## src/rtl/riscv_pkg.sv

```systemverilog
`default_nettype none
// ============================================================================
// Module   : riscv_pkg
// Purpose  : Shared types and constants for the load/store unit.
//            - mem_size_t  : access size encoding on req_size
//            - lsu_state_t : LSU control FSM state encoding
//            - lane_t      : 4 x 8-bit memory lanes, lane k = byte at addr+k
// Revision : 1.0 - initial release
// ============================================================================
package riscv_pkg;

    // Access size as presented on req_size. Encoding 3 is not a member and is
    // flagged as illegal by the alignment checker.
    typedef enum logic [1:0] {
        SIZE_B = 2'd0,
        SIZE_H = 2'd1,
        SIZE_W = 2'd2
    } mem_size_t;

    localparam logic [1:0] LSU_SIZE_ILLEGAL = 2'd3;

    typedef enum logic [1:0] {
        ST_IDLE    = 2'd0,
        ST_RD_WAIT = 2'd1,
        ST_WRITE   = 2'd2,
        ST_RESP    = 2'd3
    } lsu_state_t;

    // Packed so that lane_t[0] occupies bits [7:0]: little-endian word view.
    typedef logic [3:0][7:0] lane_t;

endpackage : riscv_pkg
`default_nettype wire

```

## src/rtl/riscv_lsu_lane_align.sv

```systemverilog
`default_nettype none
// ============================================================================
// Module   : riscv_lsu_lane_align
// Purpose  : Purely combinational lane handling for the LSU.
//            - Misalignment / illegal-size check on an incoming request.
//            - Load extraction and sign/zero extension from the read lanes.
//            - Sub-word store merge of new byte(s) into the read lanes.
// Ports    : chk_offset_i/chk_size_i -> misaligned_o   (request check)
//            offset_i/size_i/unsigned_i/rlanes_i -> load_data_o
//            offset_i/size_i/wdata_i/rlanes_i    -> merged_o
// Revision : 1.0 - initial release
// ============================================================================
module riscv_lsu_lane_align
    import riscv_pkg::*;
(
    input  logic [1:0]  chk_offset_i,
    input  logic [1:0]  chk_size_i,
    output logic        misaligned_o,

    input  logic [1:0]  offset_i,
    input  logic [1:0]  size_i,
    input  logic        unsigned_i,
    input  logic [15:0] wdata_i,
    input  lane_t       rlanes_i,
    output logic [31:0] load_data_o,
    output lane_t       merged_o
);

    logic [7:0]  w_byte;
    logic [15:0] w_half;
    logic        w_sext;

    always_comb begin
        misaligned_o = (chk_size_i == LSU_SIZE_ILLEGAL)
                     | ((chk_size_i == SIZE_H) & chk_offset_i[0])
                     | ((chk_size_i == SIZE_W) & (chk_offset_i != 2'b00));
    end

    always_comb begin
        w_byte = rlanes_i[offset_i];
        // Halfwords are 2-byte aligned, so offset_i[1] selects the lane pair.
        w_half = {rlanes_i[{offset_i[1], 1'b1}], rlanes_i[{offset_i[1], 1'b0}]};
        w_sext = ~unsigned_i;

        load_data_o = rlanes_i;
        case (size_i)
            SIZE_B:  load_data_o = {{24{w_sext & w_byte[7]}}, w_byte};
            SIZE_H:  load_data_o = {{16{w_sext & w_half[15]}}, w_half};
            default: load_data_o = rlanes_i;
        endcase
    end

    // Only sub-word stores go through the merge; word stores bypass it.
    always_comb begin
        merged_o = rlanes_i;
        case (size_i)
            SIZE_B: merged_o[offset_i] = wdata_i[7:0];
            SIZE_H: begin
                merged_o[{offset_i[1], 1'b0}] = wdata_i[7:0];
                merged_o[{offset_i[1], 1'b1}] = wdata_i[15:8];
            end
            default: merged_o = rlanes_i;
        endcase
    end

endmodule : riscv_lsu_lane_align
`default_nettype wire

```

## src/rtl/riscv_lsu.sv

```systemverilog
`default_nettype none
// ============================================================================
// Module   : riscv_lsu
// Purpose  : Load/store unit between the core request path and a byte-lane
//            data memory with a whole-word write enable. One request at a
//            time; sub-word stores are done as read-modify-write.
// Ports    : clk_i, rst_b_i (synchronous, active-high)
//            req_*_i / req_ready_o      : request handshake and fields
//            resp_valid_o, resp_rdata_o, resp_misaligned_o : completion
//            mem_addr_o, mem_data_in_o, mem_data_out_i, mem_write_en_o
// Revision : 1.0 - initial release
// ============================================================================
module riscv_lsu
    import riscv_pkg::*;
#(
    parameter int MEM_LATENCY = 1
) (
    input  logic        clk_i,
    input  logic        rst_b_i,

    input  logic        req_valid_i,
    output logic        req_ready_o,
    input  logic        req_we_i,
    input  logic [1:0]  req_size_i,
    input  logic        req_unsigned_i,
    input  logic [31:0] req_addr_i,
    input  logic [31:0] req_wdata_i,

    output logic        resp_valid_o,
    output logic [31:0] resp_rdata_o,
    output logic        resp_misaligned_o,

    output logic [31:0] mem_addr_o,
    output lane_t       mem_data_in_o,
    input  lane_t       mem_data_out_i,
    output logic        mem_write_en_o
);

    localparam int                 c_CNT_W = $clog2(MEM_LATENCY + 1);
    localparam logic [c_CNT_W-1:0] c_LAT   = c_CNT_W'(MEM_LATENCY);
    localparam logic [c_CNT_W-1:0] c_ONE   = c_CNT_W'(1);

    lsu_state_t         state_q, state_d;
    logic [c_CNT_W-1:0] cnt_q, cnt_d;

    // Registered request fields. Only the offset and the low halfword of the
    // store data are kept: word stores consume req_wdata_i at accept time.
    logic [1:0]         offset_q;
    logic [1:0]         size_q;
    logic               unsigned_q;
    logic               we_q;
    logic [15:0]        wdata_q;

    logic [31:0]        mem_addr_q;
    lane_t              mem_data_in_q;
    logic               mem_write_en_q;
    logic [31:0]        resp_rdata_q;
    logic               resp_misaligned_q;

    logic               w_accept;
    logic               w_misaligned;
    logic               w_sample;
    logic               w_word_store;
    logic [31:0]        w_load_data;
    lane_t              w_merged;

    riscv_lsu_lane_align u_lane_align (
        .chk_offset_i (req_addr_i[1:0]),
        .chk_size_i   (req_size_i),
        .misaligned_o (w_misaligned),
        .offset_i     (offset_q),
        .size_i       (size_q),
        .unsigned_i   (unsigned_q),
        .wdata_i      (wdata_q),
        .rlanes_i     (mem_data_out_i),
        .load_data_o  (w_load_data),
        .merged_o     (w_merged)
    );

    assign w_accept     = req_valid_i & req_ready_o;
    assign w_word_store = req_we_i & (req_size_i == SIZE_W);
    // Read data is valid at the end of the last RD_WAIT cycle.
    assign w_sample     = (state_q == ST_RD_WAIT) && (cnt_q == c_ONE);

    // ------------------------------------------------------------------
    // FSM: state register
    // ------------------------------------------------------------------
    always_ff @(posedge clk_i) begin
        if (rst_b_i) begin
            state_q <= ST_IDLE;
            cnt_q   <= '0;
        end else begin
            state_q <= state_d;
            cnt_q   <= cnt_d;
        end
    end

    // ------------------------------------------------------------------
    // FSM: next state
    // ------------------------------------------------------------------
    always_comb begin
        state_d = state_q;
        cnt_d   = cnt_q;
        case (state_q)
            ST_IDLE: begin
                if (w_accept) begin
                    if (w_misaligned) begin
                        state_d = ST_RESP;
                    end else if (w_word_store) begin
                        state_d = ST_WRITE;
                    end else begin
                        // Loads and sub-word stores both need the old word.
                        state_d = ST_RD_WAIT;
                        cnt_d   = c_LAT;
                    end
                end
            end
            ST_RD_WAIT: begin
                if (cnt_q == c_ONE) begin
                    state_d = we_q ? ST_WRITE : ST_RESP;
                end else begin
                    cnt_d = cnt_q - c_ONE;
                end
            end
            ST_WRITE: state_d = ST_RESP;
            ST_RESP:  state_d = ST_IDLE;
            default:  state_d = ST_IDLE;
        endcase
    end

    // ------------------------------------------------------------------
    // FSM: outputs
    // ------------------------------------------------------------------
    always_comb begin
        req_ready_o  = (state_q == ST_IDLE) & ~rst_b_i;
        resp_valid_o = (state_q == ST_RESP);
    end

    // ------------------------------------------------------------------
    // Request capture, memory interface and response registers
    // ------------------------------------------------------------------
    always_ff @(posedge clk_i) begin
        if (rst_b_i) begin
            offset_q          <= '0;
            size_q            <= '0;
            unsigned_q        <= 1'b0;
            we_q              <= 1'b0;
            wdata_q           <= '0;
            mem_addr_q        <= '0;
            mem_data_in_q     <= '0;
            mem_write_en_q    <= 1'b0;
            resp_rdata_q      <= '0;
            resp_misaligned_q <= 1'b0;
        end else begin
            // Registered strobe: high exactly for the cycle spent in WRITE.
            mem_write_en_q <= (state_d == ST_WRITE);

            if (w_accept) begin
                offset_q   <= req_addr_i[1:0];
                size_q     <= req_size_i;
                unsigned_q <= req_unsigned_i;
                we_q       <= req_we_i;
                wdata_q    <= req_wdata_i[15:0];
                if (w_misaligned) begin
                    // Rejected: memory-side outputs keep their last values.
                    resp_rdata_q      <= '0;
                    resp_misaligned_q <= 1'b1;
                end else begin
                    mem_addr_q <= {req_addr_i[31:2], 2'b00};
                    if (w_word_store) begin
                        mem_data_in_q <= req_wdata_i;
                    end
                end
            end

            if (w_sample) begin
                if (we_q) begin
                    mem_data_in_q <= w_merged;
                end else begin
                    resp_rdata_q      <= w_load_data;
                    resp_misaligned_q <= 1'b0;
                end
            end

            if (state_q == ST_WRITE) begin
                resp_rdata_q      <= '0;
                resp_misaligned_q <= 1'b0;
            end
        end
    end

    assign resp_rdata_o      = resp_rdata_q;
    assign resp_misaligned_o = resp_misaligned_q;
    assign mem_addr_o        = mem_addr_q;
    assign mem_data_in_o     = mem_data_in_q;
    assign mem_write_en_o    = mem_write_en_q;

endmodule : riscv_lsu
`default_nettype wire

```

## config.mk

```make
export PLATFORM = sky130hd
export DESIGN_NAME = riscv_lsu
export DESIGN_NICKNAME = d
export VERILOG_FILES = /design/src/rtl/riscv_pkg.sv /design/src/rtl/riscv_lsu_lane_align.sv /design/src/rtl/riscv_lsu.sv
export SDC_FILE = /design/constraint.sdc
export NUM_CORES = 1
export LEC_CHECK = 0
export ABC_CLOCK_PERIOD_IN_PS = 4000
export BUFFER_PORTS_ARGS = -buffer_cell sky130_fd_sc_hd__buf_2
export CORE_MARGIN = 2
export CORE_UTILIZATION = 45
export DETAILED_ROUTE_END_ITERATION = 12
export HOLD_SLACK_MARGIN = 0.1
export PLACE_DENSITY = 0.81
export SKIP_CTS_REPAIR_TIMING = 1
export SLEW_MARGIN = 20
export SYNTH_ARGS = -nofsm -noshare
export SYNTH_HDL_FRONTEND = slang
export SYNTH_SLANG_ARGS = --single-unit
```

## constraint.sdc

```tcl
create_clock -name clk_i -period 4 [get_ports clk_i]
set_clock_uncertainty 0.05 [all_clocks]
set_input_delay 1.2 -clock clk_i [delete_from_list [all_inputs] [get_ports clk_i]]
set_output_delay 1.2 -clock clk_i [all_outputs]
set_load 0.05 [all_outputs]
```

==> results.txt, run 1 <==
The via density per instance is between 5 and 6. After global routing the overflow that remains totals 0. The first-pass GRT wire length is slightly below 30000 µm. The worst setup path startpoint is rst_b_i. The max-slew violation total from the final report was 0. The die area is 13900 µm². The number of global-route vias before repair came to roughly 5700. The final instance count without filler cells came out at roughly 1100. The worst setup timing slack at the placement stage came out at around 0.72 ns.

The CTS clock-pin slew for the worst setup and hold paths is 0.05 ns. Following the worst setup path forward leads to its endpoint at req_ready_o. Dividing the final minimum period by the clock period gives 0.773.

The iteration count of the initial detailed-routing pass is 5. From synthesis to final layout, the design area changed by 27.4%. The proportion of synthesized chip area in sequential cells came out at 0.413.

The final setup TNS is 0 ns. The number of clock sinks is roughly 120. The count of buffers from port buffering came out at 200. The critical path class is in -> out. The most frequent standard cell in the layout excluding fill and tap cells is sky130_fd_sc_hd__buf_2. Summed over all cells, the static leakage comes to 3.25 nW. In this run the critical register-to-register path is captured at mem_data_in_o[0]$_SDFF_PP0_.

Among all flip-flop cells after synthesis, the most frequent one is sky130_fd_sc_hd__dfxtp_1. The number of nets with antenna violations after routing came out at 0. The count of final setup violators is 0. The required time of the critical path is approximately 2.8 ns. The pin slew with the least headroom to its limit came out at 1.13 ns. The clock tree synthesis step divided the H-tree into 4 levels.

The detailed router finished its first iteration with 546 violations. The worst hold path belongs to the class reg -> reg. The hold violation total from the final report is 0.

The maximum clock frequency is ~320 MHz. The count of warnings emitted by yosys is 0. The final estimated routing congestion in global placement is between 0.8 and 0.9.

The netlist area before placement is 5860 µm². The root buffer cell chosen for the clock tree is sky130_fd_sc_hd__clkbuf_16. Leaving out fill and tap cells, the most frequent cells in the layout are sky130_fd_sc_hd__buf_2 (200), sky130_fd_sc_hd__nand2_1 (134), sky130_fd_sc_hd__dfxtp_1 (121). The critical-path maximum fanout is 17. The pin count of the biggest net entering global routing is 52.

The minimum clock period after layout is 3.09 ns. The global-route usage over all layers is 0.263. Yosys mapped the design onto 48 distinct sky130hd cell types. TritonCTS built the clock tree.

The cell total after placement is 1045. The number of cells on the worst reg-to-reg path is 4. The I/O pin count came out at 203.

A synthesized cell averages between 8 and 9 µm². The run finished with clean final reports. The post-route core utilization came out at 0.589. The share of layout cells above drive strength 1 came out at 0.297. The overall die width came out at approximately 120 µm. The number of clock buffers added by TritonCTS is 17. The arrival time at the worst endpoint is 1.84 ns. The total power divided by cell area is 422 nW/µm². The tool flagged a number of max-cap violations equal to 0. The kind of launch point of the worst setup path is an input pin. The total number of nets in the final design came out at 995. The starting utilization of the core area came out at 0.462. The worst register-to-register path begins at size_q[0]$_SDFFE_PP0P_.

Summed over all layers, the routed wires come to 19000 µm. The number of cell rows came out at 41. Counting flops and latches in the post-synthesis netlist gives 121. The number of enable flip-flop cells after synthesis is 0. The worst vdd rail ir drop is 0.284 mV. Setup repair after global routing left no endpoint under its margin. The number of antenna diodes in the final layout is 0. The final routed wire length divided by cell count came out at 17.7 µm.

Headroom to the max-slew limit came out at 0.243. The post-synthesis instance total came out at 727. The insertion delay to the later sink of the worst-skew pair is slightly above 0.4 ns. After synthesis, the share of flip-flops with an asynchronous set or reset is 0. The number of DRC violations after detailed routing is 0. The number of antenna violations at the first check in global routing came out at 0. The minimum setup slack in the final design came out at roughly 0.91 ns. The critical path capture point type is an output port. The total half-perimeter wirelength after legalization and detailed placement came out at roughly 13000 µm. The y dimension of the die is 118 µm.

The total number of vias is 6394. The slack of the worst reg-to-reg path is between 1 and 1.5 ns. The core region is between 10000 and 15000 µm². The number of buffers on the longest clock path came out at 2.
[registers in the layout, summed over array words and instances, names as in the netlist, 2 cells and up]
signal	cells
mem_data_in_o	32
resp_rdata_o	32
mem_addr_o	30
wdata_q	16
offset_q	2
size_q	2
state_q	2
[cell families (layout without fill, tap and decap cells)]
family                 Yosys count  count (layout)  synth area share
AO/OA/AOI/OAI                  252             252             0.277
other                            1               2          0.000640
flip-flops                     121             121             0.413
buffers and inverters           78             251            0.0538
multiplexers                    33              33            0.0596
AND/OR/NAND/NOR                242             242             0.195
[metrics by stage]
step,hold slack (ns),total power [W],instance area (µm²)
floorplan,0.387,0.00167,5860
global placement,0.382,0.00185,6930
detailed placement,0.390,0.00185,6960
CTS,0.400,0.00314,7450
global route,0.418,0.00324,7460
finish,0.398,0.00315,7460
[worst min-delay path by stage]
stage,start,end,slack (ns),cells past startpoint
5_1_grt,mem_addr_o[27]$_SDFFE_PP0P_,mem_addr_o[27]$_SDFFE_PP0P_,0.42,2
3_3_place_gp,resp_misaligned_o$_SDFF_PP0_,resp_misaligned_o$_SDFF_PP0_,0.38,2
4_1_cts,resp_misaligned_o$_SDFF_PP0_,resp_misaligned_o$_SDFF_PP0_,0.40,2
6_report,resp_misaligned_o$_SDFF_PP0_,resp_misaligned_o$_SDFF_PP0_,0.40,2
2_1_floorplan,unsigned_q$_SDFFE_PP0P_,unsigned_q$_SDFFE_PP0P_,0.39,2
3_5_place_dp,resp_misaligned_o$_SDFF_PP0_,resp_misaligned_o$_SDFF_PP0_,0.39,2
[layer usage]
layer,GRT usage,share of wire,vias up
li1,-,-,2998
met1,0.357,0.42,2985
met2,0.397,0.46,358
met3,0.0620,0.092,53
met4,0.117,0.032,0
met5,0,0,-
[cell type report]
| type | instances | area (µm²) |
|---|---|---|
| clock buffer | 23 | 468 |
| clock inverter | 5 | 25.0 |
| fill | 1153 | 5210 |
| inverter | 5 | 18.8 |
| multi-input combinational | 529 | 3160 |
| sequential | 121 | 2420 |
| tap | 172 | 215 |
| timing repair buffer | 218 | 1160 |
[power breakdown]
group	switching (W)	leakage [nW]	internal, W
Sequential	0.0000497	0.980	0.00126
Clock	0.000502	0.248	0.000802
Combinational	0.000370	2.02	0.000166
[cells in the mapped netlist, drive strengths merged (2+ instances only)]
cell     instances  area share
nand2          134       0.086
dfxtp          121        0.41
a21oi          118        0.10
clkbuf          64       0.041
a221oi          38       0.057
nor3            38       0.032
a31oi           24       0.026
o21ai           22       0.019
mux2i           18       0.031
nor4            17       0.018
mux2            15       0.029
nor2            10      0.0064
nor2b           10       0.011
and3             9      0.0096
buf              9      0.0096
a211oi           8       0.010
a211o            7       0.010
a2bb2oi          7       0.010
a32oi            7       0.010
nand3b           7      0.0090
o2bb2ai          7       0.010
inv              5      0.0032
nand2b           5      0.0053
a21o             3      0.0038
a311oi           2      0.0030
and2             2      0.0021
nand3            2      0.0026
o22ai            2      0.0021
or2              2      0.0021
[worst max-delay path, stage by stage]
cell                     delay, ns
sky130_fd_sc_hd__buf_2        0.20
sky130_fd_sc_hd__nor3_1       0.15
sky130_fd_sc_hd__buf_2        0.29
Note: power is estimated with default switching activity, not from simulation.
==> run 2: changes to the inputs <==
--- a/config.mk
+++ b/config.mk
@@ -5,7 +5,7 @@
 export SDC_FILE = /design/constraint.sdc
 export NUM_CORES = 1
 export LEC_CHECK = 0
-export ABC_CLOCK_PERIOD_IN_PS = 4000
+export ABC_CLOCK_PERIOD_IN_PS = 3100
 export BUFFER_PORTS_ARGS = -buffer_cell sky130_fd_sc_hd__buf_2
 export CORE_MARGIN = 2
 export CORE_UTILIZATION = 45
==> constraint.sdc (replaced) <==
create_clock -name clk_i -period 3.1 [get_ports clk_i]
set_clock_uncertainty 0.05 [all_clocks]
set_input_delay 0.93 -clock clk_i [delete_from_list [all_inputs] [get_ports clk_i]]
set_output_delay 0.93 -clock clk_i [all_outputs]
set_load 0.05 [all_outputs]
==> run 2 against run 1 <==
- sequential share of layout area shrank 0.59 points
- setup slack lost 0.36 ns
- clock power grew 47%
- final cell count grew 0.93%
- via count shrank 0.23%
- utilization grew 1.1 points
- design area grew 1.8%
==> results.txt, run 2 (synthesized netlist as in run 1, its figures left out) <==
The critical-path maximum fanout is 12 (-5). The overall die width is 118 µm (unchanged). The met3 usage in global routing was 0.0669 (+0.00484). The number of violations reported at the end of detailed-routing iteration 0 came to 882 (+62%). In this run the most used layer during global routing was met2. The maximum clock frequency came out at around 390 MHz.

The number of global-route vias before repair is 5722 (+1.1%). The max-slew violation total from the final report is 0 (unchanged). The worst setup path is launched from an input pin. The number of nets with antenna violations after routing was 0 (unchanged). The library cell used most frequently in the layout, excluding fill and tap cells, is sky130_fd_sc_hd__buf_2.

The final instance count without filler cells is 1083 (+0.93%). The via density per instance was 5.89 (-1.2%). The number of clock sinks is 121 (unchanged). The hold violation total from the final report was 0 (unchanged). The number of clock buffers inserted by TritonCTS came out at 17 (unchanged). The run finished with clean final reports. The TritonCTS clock tree is built. The required time of the critical path came out at 2.12 ns (-0.63 ns).

The cell total after placement came out at 1054 (+0.86%). The insertion delay to the later sink of the worst-skew pair came out at 0.42 ns (about the same). The share of layout cells above drive strength 1 came out at 0.310 (+0.0121).

The first-pass GRT wire length came to 30200 µm (+2.2%). The critical path in this run is classified as in -> out. The pin slew with the least headroom to its limit is 1.18 ns (+0.0474 ns). The I/O pin count is 203 (unchanged).

The part of the cycle the worst path needs came out at 0.825. The number of buffers on the longest clock path is 2 (unchanged). The total global routing overflow came out at 0 (unchanged). The pin count of the biggest net entering global routing came out at 61 (+17%). The number of antenna violations at the first check in global routing is 0 (unchanged).

The die area came out at 13900 µm² (unchanged). CTS placed an instance of sky130_fd_sc_hd__clkbuf_16 at the clock tree root. The worst vdd rail ir drop came out at 0.307 mV (+8.0%).

The number of DRC violations after detailed routing is 0 (unchanged). The count of inserted antenna diode cells is 0 (unchanged). The iteration count of the initial detailed-routing pass is 7 (+2). The met1 routing resource usage after global routing is 0.359 (+0.00238). The number of cell rows is 41 (unchanged). The CTS clock-pin slew for the worst setup and hold paths is 0.05 ns (about the same). The number of fill cells is 1127 (-2.3%). Relative to the synthesized area, the layout overhead comes to 29.8%. The total number of vias is 6379 (-0.23%). The total number of nets in the final design came to 1004 (+0.90%). The H-tree depth came to 4 (unchanged). The top cell types in the final layout, fill and taps aside, are sky130_fd_sc_hd__buf_2 (200), sky130_fd_sc_hd__nand2_1 (134), sky130_fd_sc_hd__dfxtp_1 (121). The y dimension of the die is 118 µm (unchanged).

The post-detailed-routing wire length came to 19500 µm (+2.4%). The total half-perimeter wirelength after legalization and detailed placement is 13700 µm (+2.3%). Setup repair after global routing left no endpoint under its margin. The count of buffers from port buffering came out at 200 (unchanged). The starting utilization of the core area is 0.462 (unchanged). The standard cell core area is 12700 µm² (unchanged). The final routed wire length divided by cell count is 18.0 µm (+1.4%). The global-route usage over all layers came to 0.269 (+0.00556). STA classifies the critical path endpoint as an output port. The arrival time at the worst endpoint came out at 1.58 ns (-0.26 ns). The global-route met2 utilization came out at 0.418 (+0.0210).

The number of maximum-capacitance violations came out at 0 (unchanged). The minimum clock period after layout is 2.56 ns. The final setup TNS is 0 ns (unchanged).

The worst hold path belongs to the class reg -> reg. The leakage power figure came out at 3.32 nW (+2.2%). The count of final setup violators came out at 0 (unchanged). The total power divided by cell area came out at 566 nW/µm² (+34%). The relative max-transition margin came out at 0.209 (-0.0341). The final estimated routing congestion in global placement is 0.932 (+5.9%).
-- run 2: critical path, cell delays in order --
cell,delay [ns]
sky130_fd_sc_hd__buf_2,0.18
sky130_fd_sc_hd__nor3_2,0.17
sky130_fd_sc_hd__buf_2,0.30
-- run 2: area by class of cell --
type	instances	area, µm²	share of cell area
Clock buffer	20	467	0.0614
Sequential cell	121	2420	0.319
Multi-Input combinational cell	529	3160	0.416
Clock inverter	9	100	0.0132
Timing Repair Buffer	227	1220	0.160
Tap cell	172	215	0.0283
Inverter	5	18.8	0.00247
-- run 2: path summary, 6_finish.rpt --
check                                                   from                           end  slack, ns  cells after the start
worst min register to register  resp_misaligned_o$_SDFF_PP0_  resp_misaligned_o$_SDFF_PP0_       0.40                      2
worst max-delay path                                 rst_b_i                   req_ready_o       0.54                      3
worst max register to register      offset_q[1]$_SDFFE_PP0P_  mem_data_in_o[29]$_SDFF_PP0_       0.75                      6
worst min-delay path            resp_misaligned_o$_SDFF_PP0_  resp_misaligned_o$_SDFF_PP0_       0.40                      2
-- run 2: power by group --
group | switching, W | internal, W | total [W] | leakage, nW
clock network | 0.000689 | 0.00122 | 0.00191 | 0.279
logic | 0.000489 | 0.000220 | 0.000709 | 2.06
registers | 0.0000580 | 0.00162 | 0.00168 | 0.980
-- run 2: routing by layer --
metal  vias to the layer above  share of wire
met5                         -              0
met4                         0          0.027
met3                        53          0.090
met2                       344           0.47
met1                      2965           0.42
li1                       3017              -
-- run 2: through the flow --
stage	util	cell area (µm²)	worst slack [ns]	power, W	hold WS (ns)
floorplan	-	5870	0.181	0.00216	0.387
global placement	0.555	7030	0.330	0.00239	0.380
detailed placement	0.555	7030	0.274	0.00240	0.387
CTS	0.600	7600	0.566	0.00429	0.395
global route	0.600	7600	0.474	0.00443	0.418
finish	0.600	7600	0.542	0.00430	0.395
